### config.mk
export PLATFORM = sky130hd
export DESIGN_NAME = skew_rd_control
export DESIGN_NICKNAME = d
export VERILOG_FILES = /design/src/rtl/skew_rd_control.sv
export SDC_FILE = /design/constraint.sdc
export NUM_CORES = 1
export LEC_CHECK = 0
export CORE_MARGIN = 8
export CORE_UTILIZATION = 50
export CTS_CLUSTER_DIAMETER = 100
export DETAILED_ROUTE_END_ITERATION = 10
export GPL_TIMING_DRIVEN = 0
export PLACE_DENSITY = 0.8
export SKIP_CTS_REPAIR_TIMING = 1
export SLEW_MARGIN = 15
export SYNTH_ARGS = -nofsm -noshare
export SYNTH_HDL_FRONTEND = slang
export SYNTH_SLANG_ARGS = --single-unit
### constraint.sdc
create_clock -name clk -period 4.7 [get_ports clk]
set_input_delay 0.94 -clock clk [delete_from_list [all_inputs] [get_ports clk]]
set_output_delay 0.94 -clock clk [all_outputs]
set_load 0.01 [all_outputs]
### src/rtl/skew_rd_control.sv
// Diagonal-skew read sequencer: lane i of the memory array reads rows B..B+L-1,
// starting i cycles after lane 0, followed by a delayed output-write window.
module skew_rd_control #(
    parameter int width_height = 16,
    parameter int addr_width   = 8,
    parameter int wr_lat       = width_height + 1
) (
    input  logic                               clk,
    input  logic                               reset,
    input  logic                               active,
    input  logic [addr_width-1:0]              base_addr,
    input  logic [addr_width-1:0]              len,
    input  logic                               stall,
    output logic [width_height-1:0]            rd_en,
    output logic [width_height*addr_width-1:0] rd_addr,
    output logic                               wr_active,
    output logic                               busy,
    output logic                               done
);

    // The step counter must reach wr_lat + L + width_height - 2 for the largest L.
    localparam int cnt_width = $clog2(wr_lat + (1 << addr_width) + width_height + 1);

    typedef enum logic [1:0] {IDLE, RUN, DONE} state_t;

    state_t                state_reg, state_next;
    logic [cnt_width-1:0]  t_reg, t_next;
    logic [addr_width-1:0] base_reg, base_next;
    logic [addr_width-1:0] len_reg, len_next;
    logic [cnt_width-1:0]  last;
    logic                  run_go;

    assign last = cnt_width'(wr_lat) + cnt_width'(len_reg)
                + cnt_width'(width_height) - cnt_width'(2);

    always_ff @(posedge clk) begin
        if (reset) begin
            state_reg <= IDLE;
            t_reg     <= '0;
            base_reg  <= '0;
            len_reg   <= '0;
        end else begin
            state_reg <= state_next;
            t_reg     <= t_next;
            base_reg  <= base_next;
            len_reg   <= len_next;
        end
    end

    always_comb begin
        state_next = state_reg;
        t_next     = t_reg;
        base_next  = base_reg;
        len_next   = len_reg;
        case (state_reg)
            IDLE: begin
                if (active && (len != '0)) begin
                    state_next = RUN;
                    t_next     = '0;
                    base_next  = base_addr;
                    len_next   = len;
                end
            end
            RUN: begin
                if (!stall) begin
                    if (t_reg == last) begin
                        state_next = DONE;
                    end else begin
                        t_next = t_reg + cnt_width'(1);
                    end
                end
            end
            DONE: state_next = IDLE;
            default: state_next = IDLE;
        endcase
    end

    assign run_go = (state_reg == RUN) && !stall;

    // Each lane sees the same row sequence, delayed by its lane index.
    generate
        for (genvar gi = 0; gi < width_height; gi++) begin : g_lane
            logic [cnt_width-1:0] offset;
            logic                 in_window;

            assign offset    = t_reg - cnt_width'(gi);
            assign in_window = (t_reg >= cnt_width'(gi)) && (offset < cnt_width'(len_reg));
            assign rd_en[gi] = run_go && in_window;
            assign rd_addr[gi*addr_width +: addr_width] =
                rd_en[gi] ? (base_reg + offset[addr_width-1:0]) : '0;
        end
    endgenerate

    assign wr_active = run_go && (t_reg >= cnt_width'(wr_lat)) && (t_reg <= last);
    assign busy      = (state_reg == RUN);
    assign done      = (state_reg == DONE);

endmodule

* After elaboration in Yosys (flattened, before gate mapping)
Index checks and enable logic that the tools add are counted.
** Storage, ports and cells
- Register bits after elaboration :: 27
- Input port bits :: 20
- Output and inout bits :: 147
- Word-level logic and storage cells :: 147
** Operators by class
- Add/sub/neg operators :: 35
- Magnitude comparators :: 34
- Eq/ne operators :: 7
- Multiplexer cells :: 24
- Reductions and logical operators :: 43
** Operators with widths (count)
- less-than comparator 9 x 8 -> 1 bit :: 16
- adder 8 bit :: 16
- two-way mux 8 bit :: 16
- greater-or-equal comparator 9 x 4 -> 1 bit (second input constant) :: 8
- subtractor 9 x 4 -> 9 bit (second input constant) :: 8
- greater-or-equal comparator 9 x 3 -> 1 bit (second input constant) :: 4
- logical AND 1 bit :: 36
- subtractor 9 x 3 -> 9 bit (second input constant) :: 4
- two-way mux 9 bit :: 3
- subtractor 9 x 2 -> 9 bit (second input constant) :: 3
- greater-or-equal comparator 9 x 1 -> 1 bit (second input constant) :: 2
- greater-or-equal comparator 9 x 2 -> 1 bit (second input constant) :: 2
- case mux 9 bit (2 select lines) :: 1
- adder 5 x 8 -> 9 bit (first input constant) :: 1
- adder 9 x 1 -> 9 bit (second input constant) :: 1
- adder 9 x 5 -> 9 bit (second input constant) :: 1
- equality test 9 bit :: 1
- greater-or-equal comparator 9 x 5 -> 1 bit (second input constant) :: 1
- <= comparator 9 bit :: 1
- subtractor 9 x 1 -> 9 bit (second input constant) :: 1
- nonzero test 8 bit :: 1
- two-way mux 2 bit :: 3
- inequality test 2 bit (second input constant) :: 3
- case mux 2 bit (2 select lines) :: 1
- other kinds (9) :: 9

* Depth between registers and ports, before layout
- Word-level depth :: 7
- Mapped depth :: 15

* Worst setup path after synthesis
OpenSTA, ideal clock, no wires.
- Path type :: reg2out
- Start :: register t_reg[3]
- End :: output rd_addr[27]
- Arrival time :: 3655 ps
- Required time :: 3760 ps
- Setup slack :: 105 ps
- Stages on the path, launching flop included :: 14
- Buffers on the path :: 2
- Cell sequence :: dfxtp_1 > clkbuf_1 > clkinv_1 > ha_1 > a21boi_0 > nand2_1 > xnor2_1 > ha_1 > a211o_1 > o221ai_1 > a21oi_1 > or3_1 > buf_2 > nor2_1
** On the way
- Cells in the longest elaborated chain, start to end :: 5
- Elaborated cells between the ends (all ways) :: 7
- Classes of those cells :: add/sub (2); order compare (2); mux (1); reduce/logical (2)
** RTL lines
- from (decl) :: RTL line 27 : logic [cnt_width-1:0] t_reg, t_next;
- from (signal assigned) :: RTL line 44 : t_reg <= t_next;
- subtractor 9 x 2 -> 9 bit :: RTL line 86 : assign offset = t_reg - cnt_width'(gi);
- less-than comparator 9 x 8 -> 1 bit :: RTL line 87 : assign in_window = (t_reg >= cnt_width'(gi)) && (offset < cnt_width'(len_reg));
- logical AND 1 bit :: RTL line 87
- logical AND 1 bit :: RTL line 88 : assign rd_en[gi] = run_go && in_window;
- two-way mux 8 bit * :: RTL line 90 : rd_en[gi] ? (base_reg + offset[addr_width-1:0]) : '0;
- to (decl) :: RTL line 15 : output logic [width_height*addr_width-1:0] rd_addr,
Every way passes the cells marked *; elsewhere a longest branch is shown, timed or not.

* Final worst setup path
- Start :: register t_reg[2]
- End :: output rd_addr[90]
** On the way
- Cells in the longest elaborated chain, start to end :: 5
- Elaborated cells between the ends (all ways) :: 7
- Classes of those cells :: add/sub (2); order compare (2); mux (1); reduce/logical (2)
** RTL lines (RTL line)
- subtractor 9 x 4 -> 9 bit :: 86
- less-than comparator 9 x 8 -> 1 bit :: 87
- logical AND 1 bit :: 87
- logical AND 1 bit :: 88
- two-way mux 8 bit * :: 90
Marks and branches as above.

==> impl_summary.md <==
Clocking
The number of clock sinks is 27. In this run the number of H-tree levels came out at 1. The TritonCTS clock tree is built. Clock-pin slew was measured on the worst setup and hold paths at 0.06 ns. The clock latency reported for the late side of the worst-skew pair is 0.26 ns.

The clock tree root driver cell is clkbuf_16. The maximum count of clock buffers along a single path is 2. The clock buffer count from CTS is 3.

Power and ir drop
The total leakage power is 6.39 nW. The internal power of the cells totals 626 uW. Combinational cells account for 57.4% of the total power.

The power consumption is 1.08 mW. The power per standard cell area is 89.5 nW/um2. The switching share of power is 42.3%. Sequential cells account for 25.0% of the total power. The switching power summed over all nets is 458 uW. The worst ir drop on vdd is 0.298 mV. The clock network accounts for 17.6% of the total power.

Route
The first detailed-routing pass ran for 7 iterations. The count of routing violations after the opening detailed-route iteration is 717. After detailed routing, the number of remaining DRC violations is 0. In this run the remaining antenna-violating nets after routing total 0.

The count of vias placed by the detailed router is 9804. The aggregate routed wire length is 32500 um. The wire length per cell after detailed routing is 19.5 um.

Dividing the detail-routed via count by the number of cells gives 5.88.

STA
The total count of max-transition violations in the final report is 0. The transition at the pin with the smallest max-transition slack is 1.18 ns. The final setup violation count is 0. The smallest clock period supported by the final layout is computed as 4.69 ns. The number of failing hold endpoints at the final stage came to 0. Of the available clock period, the critical path in the final layout requires 99.8%.

Timing would allow up to 213 MHz. The setup TNS after final layout is 0 ns. Setup repair after global routing could not meet its margin everywhere. The worst pin sits at a relative slew slack of 21.5%. The clock tree skew after final layout is 0.00149 ns.

Synth
Dividing the synthesized area by the synthesized cell count gives 7.35 um2. For this run, the leading register cell type out of synthesis is dfxtp_1. After synthesis, the share of flip-flops with an asynchronous set or reset is 0%. The total nets after synthesis is 1454.

After synthesis, the netlist uses 66 different library cells. The number of warnings issued by yosys is 0. The number of enable flip-flop cells after synthesis is 0. The synthesized design contains 27 register bits. The post-synthesis instance area is 9020 um2. The proportion of synthesized chip area in sequential cells is 5.99%. Synthesis produced a netlist whose cell count is 1227.

Worst setup path
The critical path startpoint category is a flip-flop. The critical path ends at rd_addr[90]. The critical path goes through buf_12, clkinvlp_4, ha_1, a21o_1, a21oi_1, xor2_1, ha_1, a211oi_2, a21oi_1, or4_4, nor2_1, clkdlybuf4s50_1. The critical path startpoint is t_reg[2]. The buffering stage count on the worst path with inverters included is 3.

Among cell families on the critical path, the largest total delay comes from buffers and inverters. The largest single stage delay on the critical path is 0.55 ns. The depth of the most critical reg-to-reg path is 10. The endpoint class of the critical path is an output pin. The minimum setup slack among reg-to-reg paths is 1.59 ns. The library cell contributing the largest single delay on the critical path is or4_4. The critical path start-end classification is reg -> out.

Data on the critical path arrives at its endpoint at 3.75 ns. The worst register-to-register path ends at t_reg[2]. The critical path depth is 12. Data on the critical path is required at its endpoint by 3.76 ns.

The top fanout value on the critical path is 10. The startpoint identified for the worst register-to-register timing path is len_reg[3].

Floorplanning
The total I/O pin count is 167. The vertical extent of the die is 150 um. In this run the horizontal extent of the chip is 150 um.

The core box area is 17800 um2. The total die area is 22600 um2. For this configuration, the core starts out at a cell density of 50.6%.

The floorplan has 49 rows.

Run status
The flow ran to the end, and the final reports show no timing, DRC or antenna violations.

Layout
Summing all multi-input logic gate instances after layout gives 8390 um2. The post-route netlist has 11.1% of its cells at a drive strength greater than 1. The count of placed standard cells in the final layout, fillers left out is 1667. The end-of-flow core utilization is 67.8%.

0 antenna diodes ended up in the layout. The register with the most flip-flops in the layout has 9 of them. Across the whole layout, storage elements account for 558 um2. The area growth from synthesis to layout is 34.2%. At the end of the flow, the number of nets in the layout was 1666.

The top cell types in the final layout, fill and taps aside, are ha_1, nor2_1, clkdlybuf4s50_1. Fill cells in the final layout number 1511. Leaving out fill and tap cells, the most frequent cell in the layout is ha_1.

Global route
The first global-routing pass estimated 48500 um of wire. The largest net degree at the start of global routing is 18. The total routing resource utilization after global routing is 26.7%. The number of antenna violations at the first check in global routing came to 0.

Global routing finished with a remaining overflow of 0. The via count of the first global-routing pass was 9338.

Placement
The count of buffers added on input and output ports is 166. Including well taps, the total number of placed cells is 1622. The half-perimeter wire length of the detailed placement result is 24400 um. Routability-driven placement finished with a final weighted congestion of 0.983.

Job
The number of max-cap violations is 0.

Hold path
The class of the most critical hold timing path is reg -> reg.
## cells in the mapped netlist (4+ instances only)
cell type,instances,area [um2]
a2111oi_0,7,61.3
a211o_1,7,61.3
a211oi_1,9,67.6
a21o_1,27,203
a21oi_1,99,495
a22oi_1,4,30.0
a31oi_1,14,87.6
buf_1,7,26.3
buf_2,15,75.1
clkbuf_1,18,67.6
dfxtp_1,27,541
fa_1,4,80.1
ha_1,203,2540
inv_1,87,327
mux2i_1,20,200
nand2_1,61,229
nand2b_1,12,75.1
nand3_1,15,75.1
nand3b_1,4,30.0
nand4_1,9,56.3
nor2_1,191,717
nor2b_1,16,100
nor3_1,13,65.1
nor4_1,6,37.5
o2111ai_1,4,35.0
o211ai_1,8,60.1
o21a_1,18,135
o21ai_0,54,270
o21bai_1,12,90.1
o221ai_1,5,43.8
o22ai_1,9,56.3
o41ai_1,7,61.3
or3_1,16,100
or3b_2,5,43.8
xnor2_1,104,911
xor2_1,72,631
## stage by stage
| stage | hold WS, ns | setup slack, ns | instance area, um2 |
|---|---|---|---|
| 2_1_floorplan | 0.458 | 0.105 | 9020 |
| 3_3_place_gp | 0.507 | -1.67 | 11000 |
| 3_5_place_dp | 0.501 | -1.75 | 11000 |
| 4_1_cts | 0.522 | -2.04 | 11100 |
| 5_1_grt | 0.574 | -0.140 | 12100 |
| 6_report | 0.521 | 0.00774 | 12100 |
## area by class of cell
class	count	area share, %
inverter	88	2.88
timing repair buffer	211	17.8
clock buffer	4	0.651
multi-input combinational	1071	69.3
buffer	37	2.38
sequential	27	4.61
tap	229	2.37
## kinds of logic after synthesis
kind of cell	Yosys count	share of synthesized area (%)
AOI/OAI and AO/OA	304	21.6
buffers and inverters	130	5.74
muxes	20	2.22
xor gates and xnor gates	176	17.1
adders and majority gates	207	29.1
DFF	27	5.99
and+or+nand+nor	363	18.3
## layer usage
layer	up-vias	global-route usage, %	part of all wire [%]
met5	-	0	0
met4	0	9.55	4.0
met3	77	4.90	8.4
met2	413	45.5	46
met1	4560	33.0	42
li1	4754	-	-
## worst min-delay path by stage
| stage | startpoint | endpoint | slack [ns] | depth (start not counted) |
|---|---|---|---|---|
| finish | len_reg[1] | len_reg[1] | 0.52 | 2 |
| global route | state_reg[1] | state_reg[0] | 0.57 | 1 |
| CTS | state_reg[1] | state_reg[0] | 0.52 | 1 |
| detailed placement | state_reg[1] | state_reg[0] | 0.50 | 1 |
| global placement | state_reg[1] | state_reg[0] | 0.51 | 1 |
| floorplan | state_reg[1] | state_reg[0] | 0.46 | 1 |
## worst register-to-register path: cells and delay by family (launching register included)
| kind | cells | cell delay (ns) |
|---|---|---|
| DFF | 1 | 0.34 |
| and+or+nand+nor | 4 | 0.88 |
| xor gates and xnor gates | 1 | 0.18 |
| buffers and inverters | 1 | 0.68 |
| AOI/OAI and AO/OA | 3 | 0.56 |
| adders and majority gates | 1 | 0.31 |
## power by group through the flow
stage	Clock, mW	Sequential [mW]	Combinational (mW)
CTS	0.192	0.272	0.594
global route	0.202	0.272	0.697
finish	0.191	0.271	0.622
floorplan	0	0.260	0.457
detailed placement	0	0.277	0.591
global placement	0	0.277	0.575
Power figures use the tool's default switching activity.
